--- src/rtl/lcd_glyph_engine.sv ---
// rtl/lcd_glyph_engine.sv - tick-timed HD44780 controller rendering custom-glyph tiles from an external glyph ROM
module lcd_glyph_engine #(
  parameter int STEP_TICKS    = 100000,
  parameter int POWER_STEPS   = 4,
  parameter int NUM_SLOTS     = 2,
  parameter int TILE_COLS     = 2,
  parameter int SLOT_PITCH    = 4,
  parameter int COL0          = 0,
  parameter int SEL_W         = 3,
  parameter int REFRESH_STEPS = 25
) (
  input  logic                                     clk,
  input  logic                                     reset,
  input  logic [NUM_SLOTS*SEL_W-1:0]               sel,
  input  logic                                     update_req,
  output logic                                     busy,
  output logic [SEL_W+$clog2(2*TILE_COLS)+2:0]     rom_addr,
  input  logic [7:0]                               rom_data,
  output logic                                     lcd_rs,
  output logic                                     lcd_rw,
  output logic                                     lcd_en,
  output logic [7:0]                               lcd_data
);
  localparam int TW     = $clog2(STEP_TICKS);
  localparam int GW     = $clog2(2*TILE_COLS);
  localparam int AW     = SEL_W + GW + 3;
  localparam int NCH    = NUM_SLOTS * TILE_COLS * 2;
  localparam int NBYTES = NCH * 8;
  localparam int NW     = $clog2(NBYTES);
  localparam int KW     = $clog2(NCH);

  typedef enum logic [2:0] {POWER_WAIT, INIT, IDLE, CG_ADDR, CG_DATA, POS, CHAR} state_t;

  state_t                      state;
  logic [TW-1:0]               tick;
  logic [15:0]                 cnt;
  logic [NW-1:0]               nb;
  logic [KW-1:0]               kc;
  logic [NUM_SLOTS*SEL_W-1:0]  sel_q;
  logic                        pending;

  function automatic logic [7:0] init_cmd(input logic [1:0] i);
    case (i)
      2'd0:    return 8'h38;
      2'd1:    return 8'h0C;
      2'd2:    return 8'h06;
      default: return 8'h01;
    endcase
  endfunction

  // Byte nb of the CGRAM stream: glyph nb/8 of its slot's figure, bitmap line nb%8.
  function automatic logic [AW-1:0] addr_of(input logic [NUM_SLOTS*SEL_W-1:0] sv, input int n);
    logic [NUM_SLOTS*SEL_W-1:0] sh;
    int kk;
    kk = n / 8;
    sh = sv >> ((kk / (2*TILE_COLS)) * SEL_W);
    if (n >= NBYTES) return '0;
    return {sh[SEL_W-1:0], GW'(kk % (2*TILE_COLS)), 3'(n % 8)};
  endfunction

  function automatic logic [7:0] pos_of(input int k);
    int s, rem;
    s   = k / (2*TILE_COLS);
    rem = k % (2*TILE_COLS);
    return 8'(128 + 64*(rem / TILE_COLS) + COL0 + s*SLOT_PITCH + rem % TILE_COLS);
  endfunction

  logic          step_end, refresh_due, start, do_load, strobe_st, en_win;
  logic [TW:0]   tick_nx;
  logic          unused_rom_bits;

  assign lcd_rw          = 1'b0;
  assign unused_rom_bits = ^rom_data[7:5];
  assign step_end        = (tick == TW'(STEP_TICKS-1));
  assign refresh_due     = (REFRESH_STEPS != 0) && (cnt == 16'(REFRESH_STEPS-1));
  assign start           = update_req | pending | (sel != sel_q) | refresh_due;
  assign strobe_st       = state inside {INIT, CG_ADDR, CG_DATA, POS, CHAR};
  assign tick_nx         = {1'b0, tick} + (TW+1)'(1);
  assign en_win          = (tick_nx >= (TW+1)'(STEP_TICKS/4)) && (tick_nx < (TW+1)'(3*STEP_TICKS/4));
  // Loading is folded into the step boundary, so CG_ADDR begins on the edge that latches sel.
  assign do_load         = step_end && ((state == INIT && cnt == 16'd3) || (state == IDLE && start));

  always_ff @(posedge clk) begin
    if (!reset) begin
      state    <= POWER_WAIT;
      tick     <= '0;
      cnt      <= '0;
      nb       <= '0;
      kc       <= '0;
      sel_q    <= '0;
      pending  <= 1'b0;
      busy     <= 1'b1;
      lcd_rs   <= 1'b0;
      lcd_en   <= 1'b0;
      lcd_data <= 8'h00;
      rom_addr <= '0;
    end else begin
      lcd_en  <= strobe_st && en_win;
      tick    <= step_end ? '0 : tick + TW'(1);
      pending <= pending | update_req | (sel != sel_q);
      if (step_end) begin
        case (state)
          POWER_WAIT: begin
            if (cnt == 16'(POWER_STEPS-1)) begin
              state    <= INIT;
              cnt      <= '0;
              lcd_rs   <= 1'b0;
              lcd_data <= init_cmd(2'd0);
            end else begin
              cnt <= cnt + 16'd1;
            end
          end
          INIT: begin
            if (cnt != 16'd3) begin
              cnt      <= cnt + 16'd1;
              lcd_data <= init_cmd(cnt[1:0] + 2'd1);
            end
          end
          IDLE: begin
            if (!start && REFRESH_STEPS != 0) cnt <= cnt + 16'd1;
          end
          CG_ADDR: begin
            state    <= CG_DATA;
            lcd_rs   <= 1'b1;
            lcd_data <= {3'b000, rom_data[4:0]};
            rom_addr <= addr_of(sel_q, 1);
          end
          CG_DATA: begin
            if (nb == NW'(NBYTES-1)) begin
              state    <= POS;
              kc       <= '0;
              lcd_rs   <= 1'b0;
              lcd_data <= pos_of(0);
            end else begin
              nb       <= nb + NW'(1);
              lcd_data <= {3'b000, rom_data[4:0]};
              rom_addr <= addr_of(sel_q, 32'(nb) + 2);
            end
          end
          POS: begin
            state    <= CHAR;
            lcd_rs   <= 1'b1;
            lcd_data <= 8'(kc);
          end
          CHAR: begin
            if (kc == KW'(NCH-1)) begin
              state <= IDLE;
              busy  <= 1'b0;
              cnt   <= '0;
            end else begin
              kc       <= kc + KW'(1);
              state    <= POS;
              lcd_rs   <= 1'b0;
              lcd_data <= pos_of(32'(kc) + 1);
            end
          end
          default: state <= POWER_WAIT;
        endcase
      end
      if (do_load) begin
        state    <= CG_ADDR;
        sel_q    <= sel;
        pending  <= 1'b0;
        busy     <= 1'b1;
        cnt      <= '0;
        nb       <= '0;
        lcd_rs   <= 1'b0;
        lcd_data <= 8'h40;
        rom_addr <= addr_of(sel, 0);
      end
    end
  end
endmodule

--- config.mk ---
export PLATFORM = sky130hd
export DESIGN_NAME = lcd_glyph_engine
export DESIGN_NICKNAME = d
export VERILOG_FILES = /design/src/rtl/lcd_glyph_engine.sv
export SDC_FILE = /design/constraint.sdc
export NUM_CORES = 1
export LEC_CHECK = 0
export CORE_ASPECT_RATIO = 1.25
export CORE_UTILIZATION = 53
export DETAILED_ROUTE_END_ITERATION = 10
export PLACE_DENSITY = 0.84
export RECOVER_POWER = 25
export SYNTH_ARGS = -nofsm -noshare
export SYNTH_HDL_FRONTEND = slang
export SYNTH_SLANG_ARGS = --single-unit
--- constraint.sdc ---
create_clock -name clk -period 2.5 [get_ports clk]
set_input_delay 0.5 -clock clk [delete_from_list [all_inputs] [get_ports clk]]
set_output_delay 0.5 -clock clk [all_outputs]
set_load 0.01 [all_outputs]
-- Yosys cells after proc, flatten, opt, wreduce, memory -nomap -nowiden
Index checks and enable logic that the tools add are counted.
- register bits after elaboration: 71
- input port bits: 17
- output and inout port bits: 20
- word-level logic and storage cells: 145
- $add $sub $neg: 15
- $mul: 1
- $lt $le $gt $ge: 3
- equality and inequality tests: 28
- shift-type cells: 1
- muxes and demuxes: 37
- bitwise logic cells: 10
- reduce and logical (&&, ||, !) cells: 35
- operators by type and width (kind ; number):
    8-bit 2-to-1 mux ; 9
    32-bit by 1-bit adder with 32-bit output ; 2
    16-bit 2-to-1 mux ; 4
    16-bit one-hot mux with 4 select lines ; 1
    8-bit one-hot mux with 6 select lines ; 1
    32-bit by 3-bit multiplier with 32-bit output, second input constant ; 1
    6-bit by 32-bit >> shifter with 3-bit output ; 1
    5-bit AND reduction ; 4
    17-bit by 1-bit adder with 18-bit output, second input constant ; 1
    18-bit by 15-bit greater-or-equal comparator with 1-bit output, second input constant ; 1
    18-bit by 17-bit less-than comparator with 1-bit output, second input constant ; 1
    3-bit one-hot mux with 6 select lines ; 1
    6-bit one-hot mux with 3 select lines ; 1
    17-bit by 1-bit adder with 17-bit output, second input constant ; 1
    17-bit == test, second input constant ; 1
    16-bit by 1-bit adder with 16-bit output, second input constant ; 1
    16-bit by 2-bit == test with 1-bit output, second input constant ; 1
    16-bit by 5-bit == test with 1-bit output, second input constant ; 1
    16-bit by 2-bit != test with 1-bit output, second input constant ; 1
    8-bit one-hot mux with 2 select lines ; 1
    3-bit 2-to-1 mux ; 5
    7-bit 2-to-1 mux ; 2
    3-bit == test, second input constant ; 4
    3-bit AND reduction ; 4
    42 further kinds ; 80

-- Logic depth before layout (Yosys ltp)
- depth in word-level cells: 14
- depth in mapped cells: 11

-- Least setup slack after synthesis
OpenSTA, ideal clock, no wires.
- path kind: reg-to-reg
- start point: reg nb[2]
- end point: reg rom_addr[5]
- setup time: 79 ps
- data arrival time: 2492 ps
- setup slack: -71 ps
- stages on the path, launching flop included: 10
- buffers on the path: 0
- clock period less this slack: 2571 ps
- path through: dfxtp_1 ha_1 nand3_1 xnor2_1 inv_1 ha_1 or3_1 a2111oi_0 a211oi_1 o211ai_1
- longest elaborated chain between the ends: 14
- RTL lines (element ; line ; RTL):
    start: declaration ; 37 ; logic [NW-1:0] nb;
    start signal: assignment ; 135 ; nb <= nb + NW'(1);
    6-bit by 2-bit adder with 7-bit output ; 137 ; rom_addr <= addr_of(sel_q, 32'(nb) + 2);
    3-bit OR reduction (no line) ; - ;
    1-bit bitwise AND (no line) ; - ;
    32-bit by 1-bit adder with 32-bit output (no line) ; - ;
    2-bit OR reduction (no line) ; - ;
    1-bit bitwise AND (no line) ; - ;
    32-bit by 1-bit adder with 32-bit output (no line) ; - ;
    32-bit by 3-bit multiplier with 32-bit output ; 56 ; sh = sv >> ((kk / (2*TILE_COLS)) * SEL_W);
    6-bit by 32-bit >> shifter with 3-bit output ; 56 ;
    8-bit 2-to-1 mux ; 58 ; return {sh[SEL_W-1:0], GW'(kk % (2*TILE_COLS)), 3'(n % 8)};
    8-bit 2-to-1 mux ; 129 ; if (nb == NW'(NBYTES-1)) begin
    8-bit one-hot mux with 2 select lines ; 102 ; case (state)
    8-bit 2-to-1 mux ; 101 ; if (step_end) begin
    8-bit 2-to-1 mux ; 160 ; if (do_load) begin
    end signal: assignment ; 126 ; rom_addr <= addr_of(sel_q, 1);
    end signal: assignment ; 137 ;
    end signal: assignment ; 169 ; rom_addr <= addr_of(sel, 0);
    end: declaration ; 17 ; output logic [SEL_W+$clog2(2*TILE_COLS)+2:0] rom_addr,
Several ways; a longest one is shown, not always the timed one. The select of a mux whose other input is x is not followed.
A chain may end at the register's enable or synchronous reset.

-- Final worst setup path
- start point: reg nb[1]
- end point: reg rom_addr[5]
The elaborated chain is that of the path after synthesis.

==> results.sh <==
export IMPL_status="finished with violations"
export IMPL_violations="DRC"
export IMPL_cp_data_required_time_ns=2.79
export IMPL_power_density_nw_per_um2=408.4
export IMPL_regArea_um2=1421
export IMPL_cts_made_buffers=9
export IMPL_yosys_warnings=0
export IMPL_finalNetCount=648
export IMPL_grt_antenna_before_repair=0
export IMPL_tritoncts="yes"
export IMPL_ant_nets=0
export IMPL_cts_hold_buffers=0
export IMPL_avgRoutedWirePerCell_um=15.72
export IMPL_rows=37
export IMPL_multiInputGateArea_um2=2833
export IMPL_insertedDiodeCount=0
export IMPL_synth_cell_types=69
export IMPL_grt_pass1_vias=4204
export IMPL_start_util=0.5459
export IMPL_layout_setup_ws_ns=0.1320
export IMPL_path_class="reg2reg"
export IMPL_drive_above_1_share=0.1479
export IMPL_rsz0062_at_grt="true"
export IMPL_cts_root_buf="clkbuf_8"
export IMPL_yosysTopAreaCellShare=0.3178
export IMPL_final_max_slew_viol_count=0
export IMPL_holdPathStages=2
export IMPL_whs_ns=0.4510
export IMPL_p_leak_nw=2.035
export IMPL_portBuffers=32
export IMPL_synth_fp_nets=582
export IMPL_ys_seq_area_frac=0.3178
export IMPL_drt_initial_drc_count=200
export IMPL_wl_um=11310
export IMPL_critPathArrivalTime_ns=2.66
export IMPL_ys_seq_elements=71
export IMPL_grt_pass1_wl_um=18960
export IMPL_synth_largest_area_cell="dfxtp_1"
export IMPL_synthTopCellsByArea="dfxtp_1 32%, a21oi_1 5.7%, ha_1 3.9%"
export IMPL_period_needed_ns=2.368
export IMPL_rr_worst_depth=9
export IMPL_vias=4422
export IMPL_viasPerCell=6.150
export IMPL_start_kind="register"
export IMPL_dpl_worst_slack_ns=-0.2292
export IMPL_drc=4
export IMPL_cts_path_max_buffers=2
export IMPL_critPathMaxFanout=3
export IMPL_gp_congestion=0.9006
export IMPL_fmax_mhz=422.3
export IMPL_ir_drop_uv=574.1
export IMPL_power_total_w=0.002220
export IMPL_die_area_um2=8813
export IMPL_netlist_area_um2=4473
export IMPL_synth_ff_type="dfxtp_1"
export IMPL_grt_max_degree=38
export IMPL_hold_class="reg2reg"
export IMPL_htree_num_levels=3
export IMPL_syn_to_final_growth_pct=21.54
export IMPL_overflow=0
export IMPL_crit_path_end_kind="register"
export IMPL_max_slew_margin=0.4986
export IMPL_die_w_um=84.17
export IMPL_core_um2=8194
export IMPL_drt_pass1_iter_count=8
export IMPL_hpwlAfterDp_um=8134
export IMPL_async_reset_ff_frac=0
export IMPL_numClockSinks=71
export IMPL_fill_cells=692
export IMPL_ios=37
export IMPL_grt_usage=0.2643
export IMPL_hold_viol=0
export IMPL_tightest_slew_ns=0.7452
export IMPL_clk_latency_ns=0.37
export IMPL_clkTransAtPathRegs_ns=0.07
export IMPL_synth_edff_count=0
export IMPL_syn_area_per_cell_um2=8.118
export IMPL_min_period_over_period=0.9472
export IMPL_post_route_util=0.6635
export IMPL_die_y_um=104.7
export IMPL_finClkSkew_ns=0.01235
export IMPL_setup_viol=0
export IMPL_cap_violations=0
export IMPL_synthCells=551
==> Yosys cell counts, drive strengths merged, types with 2 or more instances <==
cell,instances
nor2b,14
a21o,3
nand2b,4
a21bo,2
ha,14
nor2,39
o2111ai,2
xor2,17
o21a,2
a21oi,52
a2111oi,4
nor3b,5
and3,9
nor3,17
or3b,3
or2,2
nor4,8
a21boi,9
a221oi,3
o211ai,4
a211oi,8
nand3b,2
o41ai,2
a2bb2oi,3
or4b,5
nand2,32
inv,16
or3,8
or4,12
nand4b,4
and2,7
nor4b,2
mux2i,17
a22oi,4
nand3,23
and4,3
a31oi,3
dfxtp,71
o21ai,27
nand4,18
clkbuf,26
mux2,3
buf,13
xnor2,15
==> cell families after synthesis <==
| family | after synthesis | synth area share |
|---|---|---|
| and+or+nand+nor | 218 | 0.2783 |
| AOI/OAI and AO/OA | 139 | 0.2011 |
| DFF | 71 | 0.3178 |
| buffers and inverters | 56 | 0.05454 |
| xor gates and xnor gates | 32 | 0.06266 |
| muxes | 20 | 0.04559 |
| adders and majority gates | 14 | 0.03916 |
| other | 1 | 0.0008384 |
==> worst paths after layout <==
check	slack, ns	end	start
setup / recovery	0.13	rom_addr[5]	nb[1]
hold / removal	0.45	rom_addr[4]	rom_addr[4]
setup reg to reg	0.13	rom_addr[5]	nb[1]
hold reg to reg	0.45	rom_addr[4]	rom_addr[4]
==> registers in the layout, indices dropped and copies added (netlist names), 3 cells and up <==
register  cells
kc            3
nb            6
sel_q         6
tick         17
lcd_data      8
rom_addr      8
state         3
cnt          16
==> power by group <==
part	leakage (nW)	switching [W]	internal, W	total, W
registers	0.573	0.00000618	0.00114	0.00114
clock network	0.100	0.000438	0.000484	0.000922
logic	1.36	0.0000852	0.0000703	0.000155
total	2.04	0.000530	0.00169	0.00222
==> placed cells by master (no fill, tap or decap), drive strengths merged, types with 5 or more instances in the layout <==
master and instances:
nor4 8, a21boi 9, dlygate4sd3 20, nand3 23
and2 7, or3 8, ha 14, buf 60
nor2 39, clkdlybuf4s50 12, and3 9, xnor2 15
or4b 5, nor3b 5, xor2 17, a21oi 52
or4 12, mux2i 17, nor3 17, nand4 18
nand2 32, clkbuf 14, dfxtp 71, o21ai 27
a211oi 8, nor2b 14, inv 16
==> metal layers <==
layer / up-vias / part of all wire / global-route usage
li1: 2159 / - / -
met1: 2109 / 0.42 / 0.3068
met2: 133 / 0.51 / 0.4602
met3: 21 / 0.045 / 0.04976
met4: 0 / 0.023 / 0.1342
met5: - / 0 / 0
==> critical path: stages (launching register included) <==
cell       delay (ns)
dfxtp_1          0.34
ha_1             0.18
nand3_1          0.14
xnor2_2          0.20
inv_1            0.08
ha_1             0.19
or3_1            0.43
a2111oi_1        0.44
a211oi_1         0.10
o211ai_1         0.18
==> timing repair <==
| action | CTS | global route |
|---|---|---|
| resized for setup | 0 | 4 |
| setup endpoints to repair | 0 | 47 |
| buffers inserted | 0 | 3 |
==> stage by stage <==
step                      cells  TNS (ns)  instance area, um2
after floorplan             551         0                4487
after global placement      700    -2.463                5216
after detailed placement    700    -3.679                5216
after CTS                   716         0                5406
after global routing        719  -0.08177                5436
final                       719         0                5436
==> layout make-up <==
class,instances,area share
Clock buffer,12,0.02670
Timing Repair Buffer,94,0.1484
Clock inverter,4,0.008285
Multi-Input combinational cell,424,0.5211
Inverter,17,0.01174
Tap cell,97,0.02232
Sequential cell,71,0.2614
(Power assumes the default switching activity.)
